===== config.mk =====
export PLATFORM = sky130hd
export DESIGN_NAME = sink_pipe_master
export DESIGN_NICKNAME = d
export VERILOG_FILES = /design/src/rtl/sink_pipe_master.sv
export SDC_FILE = /design/constraint.sdc
export NUM_CORES = 1
export LEC_CHECK = 0
export BUFFER_PORTS_ARGS = -buffer_cell sky130_fd_sc_hd__buf_2
export CAP_MARGIN = 20
export CORE_UTILIZATION = 28
export CTS_CLUSTER_SIZE = 12
export DETAILED_ROUTE_END_ITERATION = 6
export GPL_ROUTABILITY_DRIVEN = 0
export SLEW_MARGIN = 0
export SYNTH_ARGS = -nofsm -noshare
export SYNTH_HDL_FRONTEND = slang
export SYNTH_SLANG_ARGS = --single-unit

===== constraint.sdc =====
create_clock -name i_clk_sink -period 5.05 [get_ports i_clk_sink]
set_input_delay 1.515 -clock i_clk_sink [delete_from_list [all_inputs] [get_ports i_clk_sink]]
set_output_delay 1.515 -clock i_clk_sink [all_outputs]
set_load 0.1 [all_outputs]

===== src/rtl/sink_pipe_master.sv =====
// sink_pipe_master: sink-side request engine of the AHB2AHB bridge.
// Pops request packets from the sink request FIFO, drives a pipelined
// AHB-lite master (address phase overlaps the previous data phase), handles
// the two-cycle ERROR response, gates issue on response-FIFO credit and
// supports a drain-then-sleep handshake. Responses {err, rdata} are pushed
// into the sink response FIFO one cycle after each data phase completes.
module sink_pipe_master #(
  parameter int ADDR_WIDTH = 32,
  parameter int DATA_WIDTH = 32,
  parameter int P_SIZE     = 3,
  parameter bit WR_RSP     = 1'b1
) (
  input  logic                              i_clk_sink,
  input  logic                              i_rstn_sink,
  input  logic                              i_sink_sleep_req,
  output logic                              o_sink_sleep_ack,
  input  logic                              i_req_empty,
  input  logic [ADDR_WIDTH+DATA_WIDTH+3:0]  i_req_pkt,
  output logic                              o_req_rd_en,
  input  logic [P_SIZE-1:0]                 i_rsp_free,
  output logic                              o_rsp_wr_en,
  output logic [DATA_WIDTH:0]               o_rsp_pkt,
  input  logic                              i_hready,
  input  logic                              i_hresp,
  input  logic [DATA_WIDTH-1:0]             i_hrdata,
  output logic [1:0]                        o_htrans,
  output logic                              o_hwrite,
  output logic [2:0]                        o_hsize,
  output logic [ADDR_WIDTH-1:0]             o_haddr,
  output logic [DATA_WIDTH-1:0]             o_hwdata,
  output logic [7:0]                        o_err_cnt
);

  localparam int PKT_W = ADDR_WIDTH + DATA_WIDTH + 4;
  // Common width for the credit comparison so narrow P_SIZE still works.
  localparam int CW = (P_SIZE > 2) ? P_SIZE : 2;

  localparam logic [1:0] HTRANS_IDLE   = 2'b00;
  localparam logic [1:0] HTRANS_NONSEQ = 2'b10;

  // Bus state: normal pipelined operation, or the second cycle of an
  // ERROR response during which the address phase must be withdrawn.
  typedef enum logic [0:0] {
    ST_RUN = 1'b0,
    ST_ERR = 1'b1
  } bus_state_t;

  bus_state_t r_state;

  // Address stage
  logic                  r_a_v;
  logic                  r_a_wr;
  logic [2:0]            r_a_size;
  logic [ADDR_WIDTH-1:0] r_a_addr;
  logic [DATA_WIDTH-1:0] r_a_wdata;

  // Data stage
  logic                  r_d_v;
  logic                  r_d_wr;
  logic [DATA_WIDTH-1:0] r_d_wdata;

  // Response and status registers
  logic                  r_rsp_wr_en;
  logic [DATA_WIDTH:0]   r_rsp_pkt;
  logic [7:0]            r_err_cnt;
  logic                  r_sleep_ack;

  // Packet field extraction: {rd0_wr1, hsize[2:0], addr, wdata}
  logic                  w_pkt_wr;
  logic [2:0]            w_pkt_size;
  logic [ADDR_WIDTH-1:0] w_pkt_addr;
  logic [DATA_WIDTH-1:0] w_pkt_wdata;

  assign w_pkt_wr    = i_req_pkt[PKT_W-1];
  assign w_pkt_size  = i_req_pkt[PKT_W-2 -: 3];
  assign w_pkt_addr  = i_req_pkt[DATA_WIDTH +: ADDR_WIDTH];
  assign w_pkt_wdata = i_req_pkt[DATA_WIDTH-1:0];

  // Control terms
  logic          w_err_c;
  logic          w_gen_a;
  logic          w_gen_d;
  logic [1:0]    w_inflight;
  logic [CW-1:0] w_free_ext;
  logic [CW-1:0] w_inflight_ext;
  logic          w_credit_ok;
  logic          w_adv;
  logic          w_issue;
  logic          w_complete;
  logic          w_err_start;
  logic          w_idle;

  assign w_err_c = (r_state == ST_ERR);

  // A stage entry will produce a response once it completes.
  assign w_gen_a = r_a_v && (!r_a_wr || WR_RSP);
  assign w_gen_d = r_d_v && (!r_d_wr || WR_RSP);

  assign w_inflight     = {1'b0, w_gen_a} + {1'b0, w_gen_d};
  assign w_free_ext     = CW'(i_rsp_free);
  assign w_inflight_ext = CW'(w_inflight);
  // Pre-edge in-flight count is used even if a slot frees this edge:
  // conservative, never overcommits the response FIFO.
  assign w_credit_ok    = (w_free_ext > w_inflight_ext);

  // Pipeline advances on a ready bus cycle outside the ERROR window.
  assign w_adv = i_hready && !w_err_c;

  assign w_issue = !i_req_empty && !i_sink_sleep_req && !w_err_c &&
                   (!r_a_v || i_hready) && w_credit_ok;

  assign w_complete  = r_d_v && i_hready;
  assign w_err_start = r_d_v && i_hresp && !i_hready && !w_err_c;
  assign w_idle      = !r_a_v && !r_d_v && !w_err_c;

  // Outputs
  assign o_req_rd_en      = w_issue;
  assign o_htrans         = (r_a_v && !w_err_c) ? HTRANS_NONSEQ : HTRANS_IDLE;
  assign o_hwrite         = r_a_wr;
  assign o_hsize          = r_a_size;
  assign o_haddr          = r_a_addr;
  assign o_hwdata         = r_d_wdata;
  assign o_rsp_wr_en      = r_rsp_wr_en;
  assign o_rsp_pkt        = r_rsp_pkt;
  assign o_err_cnt        = r_err_cnt;
  assign o_sink_sleep_ack = r_sleep_ack;

  // Address stage: load on pop, retire when the bus accepts it; held
  // through wait states and the ERROR window so it can be re-presented.
  always_ff @(posedge i_clk_sink or negedge i_rstn_sink) begin
    if (!i_rstn_sink) begin
      r_a_v     <= 1'b0;
      r_a_wr    <= 1'b0;
      r_a_size  <= 3'd0;
      r_a_addr  <= '0;
      r_a_wdata <= '0;
    end else if (w_issue) begin
      r_a_v     <= 1'b1;
      r_a_wr    <= w_pkt_wr;
      r_a_size  <= w_pkt_size;
      r_a_addr  <= w_pkt_addr;
      r_a_wdata <= w_pkt_wdata;
    end else if (w_adv) begin
      r_a_v     <= 1'b0;
    end
  end

  // Data stage: takes the address stage on a ready cycle; an ERROR
  // completion empties it without pulling the held address phase forward.
  always_ff @(posedge i_clk_sink or negedge i_rstn_sink) begin
    if (!i_rstn_sink) begin
      r_d_v     <= 1'b0;
      r_d_wr    <= 1'b0;
      r_d_wdata <= '0;
    end else if (w_adv) begin
      r_d_v     <= r_a_v;
      r_d_wr    <= r_a_wr;
      r_d_wdata <= r_a_wdata;
    end else if (w_err_c && i_hready) begin
      r_d_v     <= 1'b0;
    end
  end

  // Bus state: enter ERROR on the first (not-ready) ERROR cycle, leave on
  // the second (ready) one.
  always_ff @(posedge i_clk_sink or negedge i_rstn_sink) begin
    if (!i_rstn_sink) begin
      r_state <= ST_RUN;
    end else begin
      case (r_state)
        ST_RUN:  if (w_err_start) r_state <= ST_ERR;
        ST_ERR:  if (i_hready)    r_state <= ST_RUN;
        default: r_state <= ST_RUN;
      endcase
    end
  end

  // Response push: one cycle after a completing data phase that reports.
  always_ff @(posedge i_clk_sink or negedge i_rstn_sink) begin
    if (!i_rstn_sink) begin
      r_rsp_wr_en <= 1'b0;
      r_rsp_pkt   <= '0;
    end else begin
      r_rsp_wr_en <= w_complete && w_gen_d;
      if (w_complete && w_gen_d) begin
        r_rsp_pkt <= {i_hresp, (r_d_wr ? {DATA_WIDTH{1'b0}} : i_hrdata)};
      end
    end
  end

  // Error counter: every ERROR completion, reported or not, saturating.
  always_ff @(posedge i_clk_sink or negedge i_rstn_sink) begin
    if (!i_rstn_sink) begin
      r_err_cnt <= 8'd0;
    end else if (w_complete && i_hresp && (r_err_cnt != 8'hFF)) begin
      r_err_cnt <= r_err_cnt + 8'd1;
    end
  end

  // Sleep acknowledge: set once drained while requested, held while the
  // request stays high, dropped the edge after the request falls.
  always_ff @(posedge i_clk_sink or negedge i_rstn_sink) begin
    if (!i_rstn_sink) begin
      r_sleep_ack <= 1'b0;
    end else begin
      r_sleep_ack <= i_sink_sleep_req && (r_sleep_ack || w_idle);
    end
  end

endmodule


---- Yosys cells after proc, flatten, opt, wreduce, memory -nomap -nowiden ----
Cells that the tools add are included.
W data, S select, Z words.
storage, ports and cells
  register bits after elaboration ......... 147
  input bits .............................. 109
  logic and storage cells ................. 54
cells by class
  add/sub/neg operators ................... 2
  order comparisons ....................... 1
  eq/ne operators ......................... 1
  multiplexer cells ....................... 9
  bitwise gates (word level) .............. 1
  reduce and logical (&&, ||, !) cells .... 27
operators with widths
  operator               number
  $mux W32               1
  $logic_and A1 B1 Y1    17
  $add A8 B1 Y8 const B  1
  $ne A8 B8 Y1 const B   1
  $logic_not A1 Y1       6
  $mux W1                6
  $reduce_bool A2 Y1     2
  $gt A3 B2 Y1           1
  $add A1 B1 Y2          1
  $logic_or A1 B1 Y1     2
  $mux W2                1
  $pmux W1 S2            1
  $not A1 Y1             1

---- Longest topological paths before layout ----
  depth after elaboration ................. 6
  gate-level depth with buffers ........... 9
  mapped depth without buffers ............ 7

---- Least setup slack after synthesis ----
No wires, ideal clock.
  path type ............................... input to output
  start ................................... input port i_rsp_free[1]
  end ..................................... output port o_req_rd_en
  data arrival time ....................... 2.577 ns
  slack ................................... 0.958 ns
  stages on the path ...................... 6
  buffers on the path ..................... 2
  cells stage by stage .................... ha_1 -> nor2b_4 -> a2bb2oi_1 -> o21a_1 -> buf_6 -> buf_12
on the way
  cells in the longest elaborated chain, start to end .. 2
ends and longest elaborated chain
  element              RTL line  source
  start: declaration   20        input logic [P_SIZE-1:0] i_rsp_free,
  $gt A3 B2 Y1         104       assign w_credit_ok = (w_free_ext > w_inflight_ext);
  $logic_and A1 B1 Y1  110       (!r_a_v || i_hready) && w_credit_ok;
  end: declaration     19        output logic o_req_rd_en,
Every way passes these cells.

---- Worst setup path after layout ----
Same ends and word-level chain as after synthesis.

==> out/qor.csv <==
stage;metric;value;unit
clocking;Worst-Skew Late Latency;0.41;ns
clocking;cts bufs inserted;17;
critical_path;flop-to-flop setup slack;2.43;ns
critical_path;Worst setup SP type;input port;
synthesis;FF+latch count, synth;147;
synthesis;Post-Syn Area;6140;µm²
critical_path;R2R Path End;o_haddr[29];
detailed_routing;DRT Pass-1 Iters;4;
synthesis;Cells after Synth;423;
die;Die Wd;150;µm
min_path;hold endpoint;o_rsp_pkt[28];
timing;Max-slew headroom;0.383;
detailed_routing;met2 routed WL;6290;µm
synthesis;register area share after synthesis;0.599;
clocking;CTS tree;done;
synthesis;top cell type's share of synthesized area;0.599;
finish;fraction of layout cells with a size suffix above 1;0.552;
synthesis;syn avg cell area;14.5;µm²
grt;first-pass GRT wire length;21400;µm
synthesis;post-synthesis compound-gate area fraction;0.0402;
timing;total negative slack;0;ns
min_path;Hold Startpoint;o_rsp_pkt[28];
synthesis;synthesized-area fraction occupied by adder cells;0.0102;
clocking;# hold bufs at CTS;0;
detailed_routing;top layer reached by signal wires;met4;
finish;most frequent cells in the layout;buf_2 (219), dfrtp_1 (147), mux2_4 (68);
grt;total grt overflow;0;
clocking;Root Buffer Master;clkbuf_16;
synthesis;post-synthesis mux area share;0.232;
synthesis;Syn Nets;537;
clocking;post-CTS setup buffer count;0;
timing;worst hold margin;0.469;ns
detailed_routing;DR vias;3944;
synthesis;synth warn;0;
critical_path;kind of critical path;input port to output port;
critical_path;worst-path maximum fanout;3;
placed_design;# port buffers;221;
die;DIE AREA;22500;µm²
grt;vias in the first global route;3973;
detailed_routing;M1 wire length;6140;µm
clocking;H-tree levels;4;
timing;Final Cycle Share;0.818;
die;IO Pins;223;
clocking;PostCTS Resize Cnt;0;
detailed_routing;Initial DRC Count;112;
grt;initial antenna violation count;0;
die;die height;150;µm
critical_path;Setup crit end kind;output port;
synthesis;XOR/XNOR Fraction of Synth Area;0.00428;
die;Row Count;53;
detailed_routing;DRC Markers;0;
timing;Max Freq;0.242;GHz
timing;unrepaired setup endpoints after global routing;no;
finish;ANT cells;0;
clocking;CTS Sinks;147;
synthesis;largest family of logic cells by synthesized area;multiplexers;
detailed_routing;WL/cell;14.5;µm
clocking;Reg clk slew, reported paths;0.06;ns
critical_path;Crit path required time;3.54;ns
die;initial cell density of the core;0.288;
synthesis;Synth cell types;32;
critical_path;Critical R2R Launch;r_a_v;
timing;Final min period;4.13;ns
min_path;Hold Crit Class;flop to flop;
finish;final net count;759;
clocking;deepest clock path buffer count;2;
finish;final-layout fill cell count;2039;
finish;most common cell after layout, fill and taps aside;buf_2;
critical_path;Worst R2R Path Depth;8;
grt;largest net degree at the start of global routing;81;
detailed_routing;DR vias/cell;4.23;
detailed_routing;DRT Wirelength;13600;µm
critical_path;Critical Path AT;2.62;ns
detailed_routing;metal3 WL;967;µm
min_path;Min-Delay Path Depth;2;
timing;Worst Max-Slew Pin Slew;0.926;ns
synthesis;top cells by area, synth;dfrtp_1 (60%), mux2_4 (17%), mux2_2 (6.6%);
synthesis;Post-Synth Simple-Gate Area;0.0734;
timing;Fin Clk Skew;0.00834;ns
detailed_routing;ANT nets after route;0;
finish;Area Growth Syn to Fin;31.6;%
timing;Final Setup Violations;0;
grt;total track usage;0.126;
synthesis;Synth area leader;dfrtp_1;
run_status;status;finished clean;
timing;Final Slew Violations;0;
die;core box area;21300;µm²
job;Max Cap Violations;0;
placed_design;final HPWL from detailed placement;9210;µm
timing;Hold Violations, Final;0;
## cell families (layout without fill, tap and decap cells)
kind of cell / count (synthesis) / in the layout
other: 1 / 1
multiplexers: 104 / 104
flip-flops: 147 / 147
buffers and inverters: 30 / 265
AO/OA/AOI/OAI: 45 / 45
XOR/XNOR: 3 / 3
AND/OR/NAND/NOR: 88 / 88
adder cells (fa/ha/maj): 5 / 5
## cell usage after synthesis
cell type	n
nor2b_4	1
buf_1	1
mux2_2	36
o211ai_1	1
mux2_4	68
nand4_1	3
buf_2	4
ha_1	5
xor2_1	1
nor2b_1	2
nand2b_1	32
buf_6	1
a21o_1	1
and2b_1	1
dfrtp_1	147
nor3_1	1
a21oi_1	2
nand3_1	3
conb_1	1
xnor2_1	2
and3_1	1
nor2_1	6
a2bb2oi_1	1
nand2_1	37
inv_1	7
o21a_1	4
buf_12	7
buf_4	1
o21bai_1	1
nor3_2	1
clkbuf_1	9
o21ai_0	35
## state kept, by name, summed over array words and instances (netlist names)
name and count:
r_d_v 1, r_a_wdata 32, o_haddr 32, r_a_v 1, r_state 1, o_sink_sleep_ack 1
o_rsp_wr_en 1, o_hwrite 1, o_err_cnt 8, o_hwdata 32, r_d_wr 1, o_hsize 3
o_rsp_pkt 33
## worst max-delay path, stage by stage
cell and delay, ns:
buf_2 0.10, ha_1 0.28, nor2b_4 0.12, a2bb2oi_1 0.21, o21a_4 0.21, buf_12 0.18
## worst max path at each step
stage                  start           to  slack, ns  cells after the start
6_report       i_rsp_free[1]  o_req_rd_en       0.92                      6
5_1_grt        i_rsp_free[1]  o_req_rd_en       0.85                      6
4_1_cts        i_rsp_free[1]  o_req_rd_en       0.90                      6
3_5_place_dp   i_rsp_free[1]  o_req_rd_en       0.90                      6
3_3_place_gp   i_rsp_free[1]  o_req_rd_en       0.91                      6
2_1_floorplan  i_rsp_free[1]  o_req_rd_en       0.96                      6
## layout make-up
class | instances | area (µm²) | area share
clock buffer | 24 | 492 | 0.0609
clock inverter | 8 | 148 | 0.0183
inverter | 7 | 26.3 | 0.00325
multi-input combinational | 246 | 2220 | 0.275
sequential | 147 | 3680 | 0.455
tap | 275 | 344 | 0.0426
timing repair buffer | 226 | 1160 | 0.144
## per-stage QoR
step	instance area (µm²)	worst slack (ns)	utilization	instances
final	8080	0.917	0.379	933
after global routing	8080	0.851	0.379	933
after CTS	8080	0.899	0.379	933
after detailed placement	7440	0.901	0.349	901
after global placement	7440	0.909	0.349	901
after floorplan	6140	0.958	-	423
## routing by layer
metal	up-vias	GRT usage
li1	1884	-
met1	1913	0.158
met2	136	0.196
met3	11	0.0470
met4	0	0.0475
met5	-	0
Power is left out: the tool's default activity adds up to more than one toggle a clock period on the data nets, which glitch-free logic cannot reach.
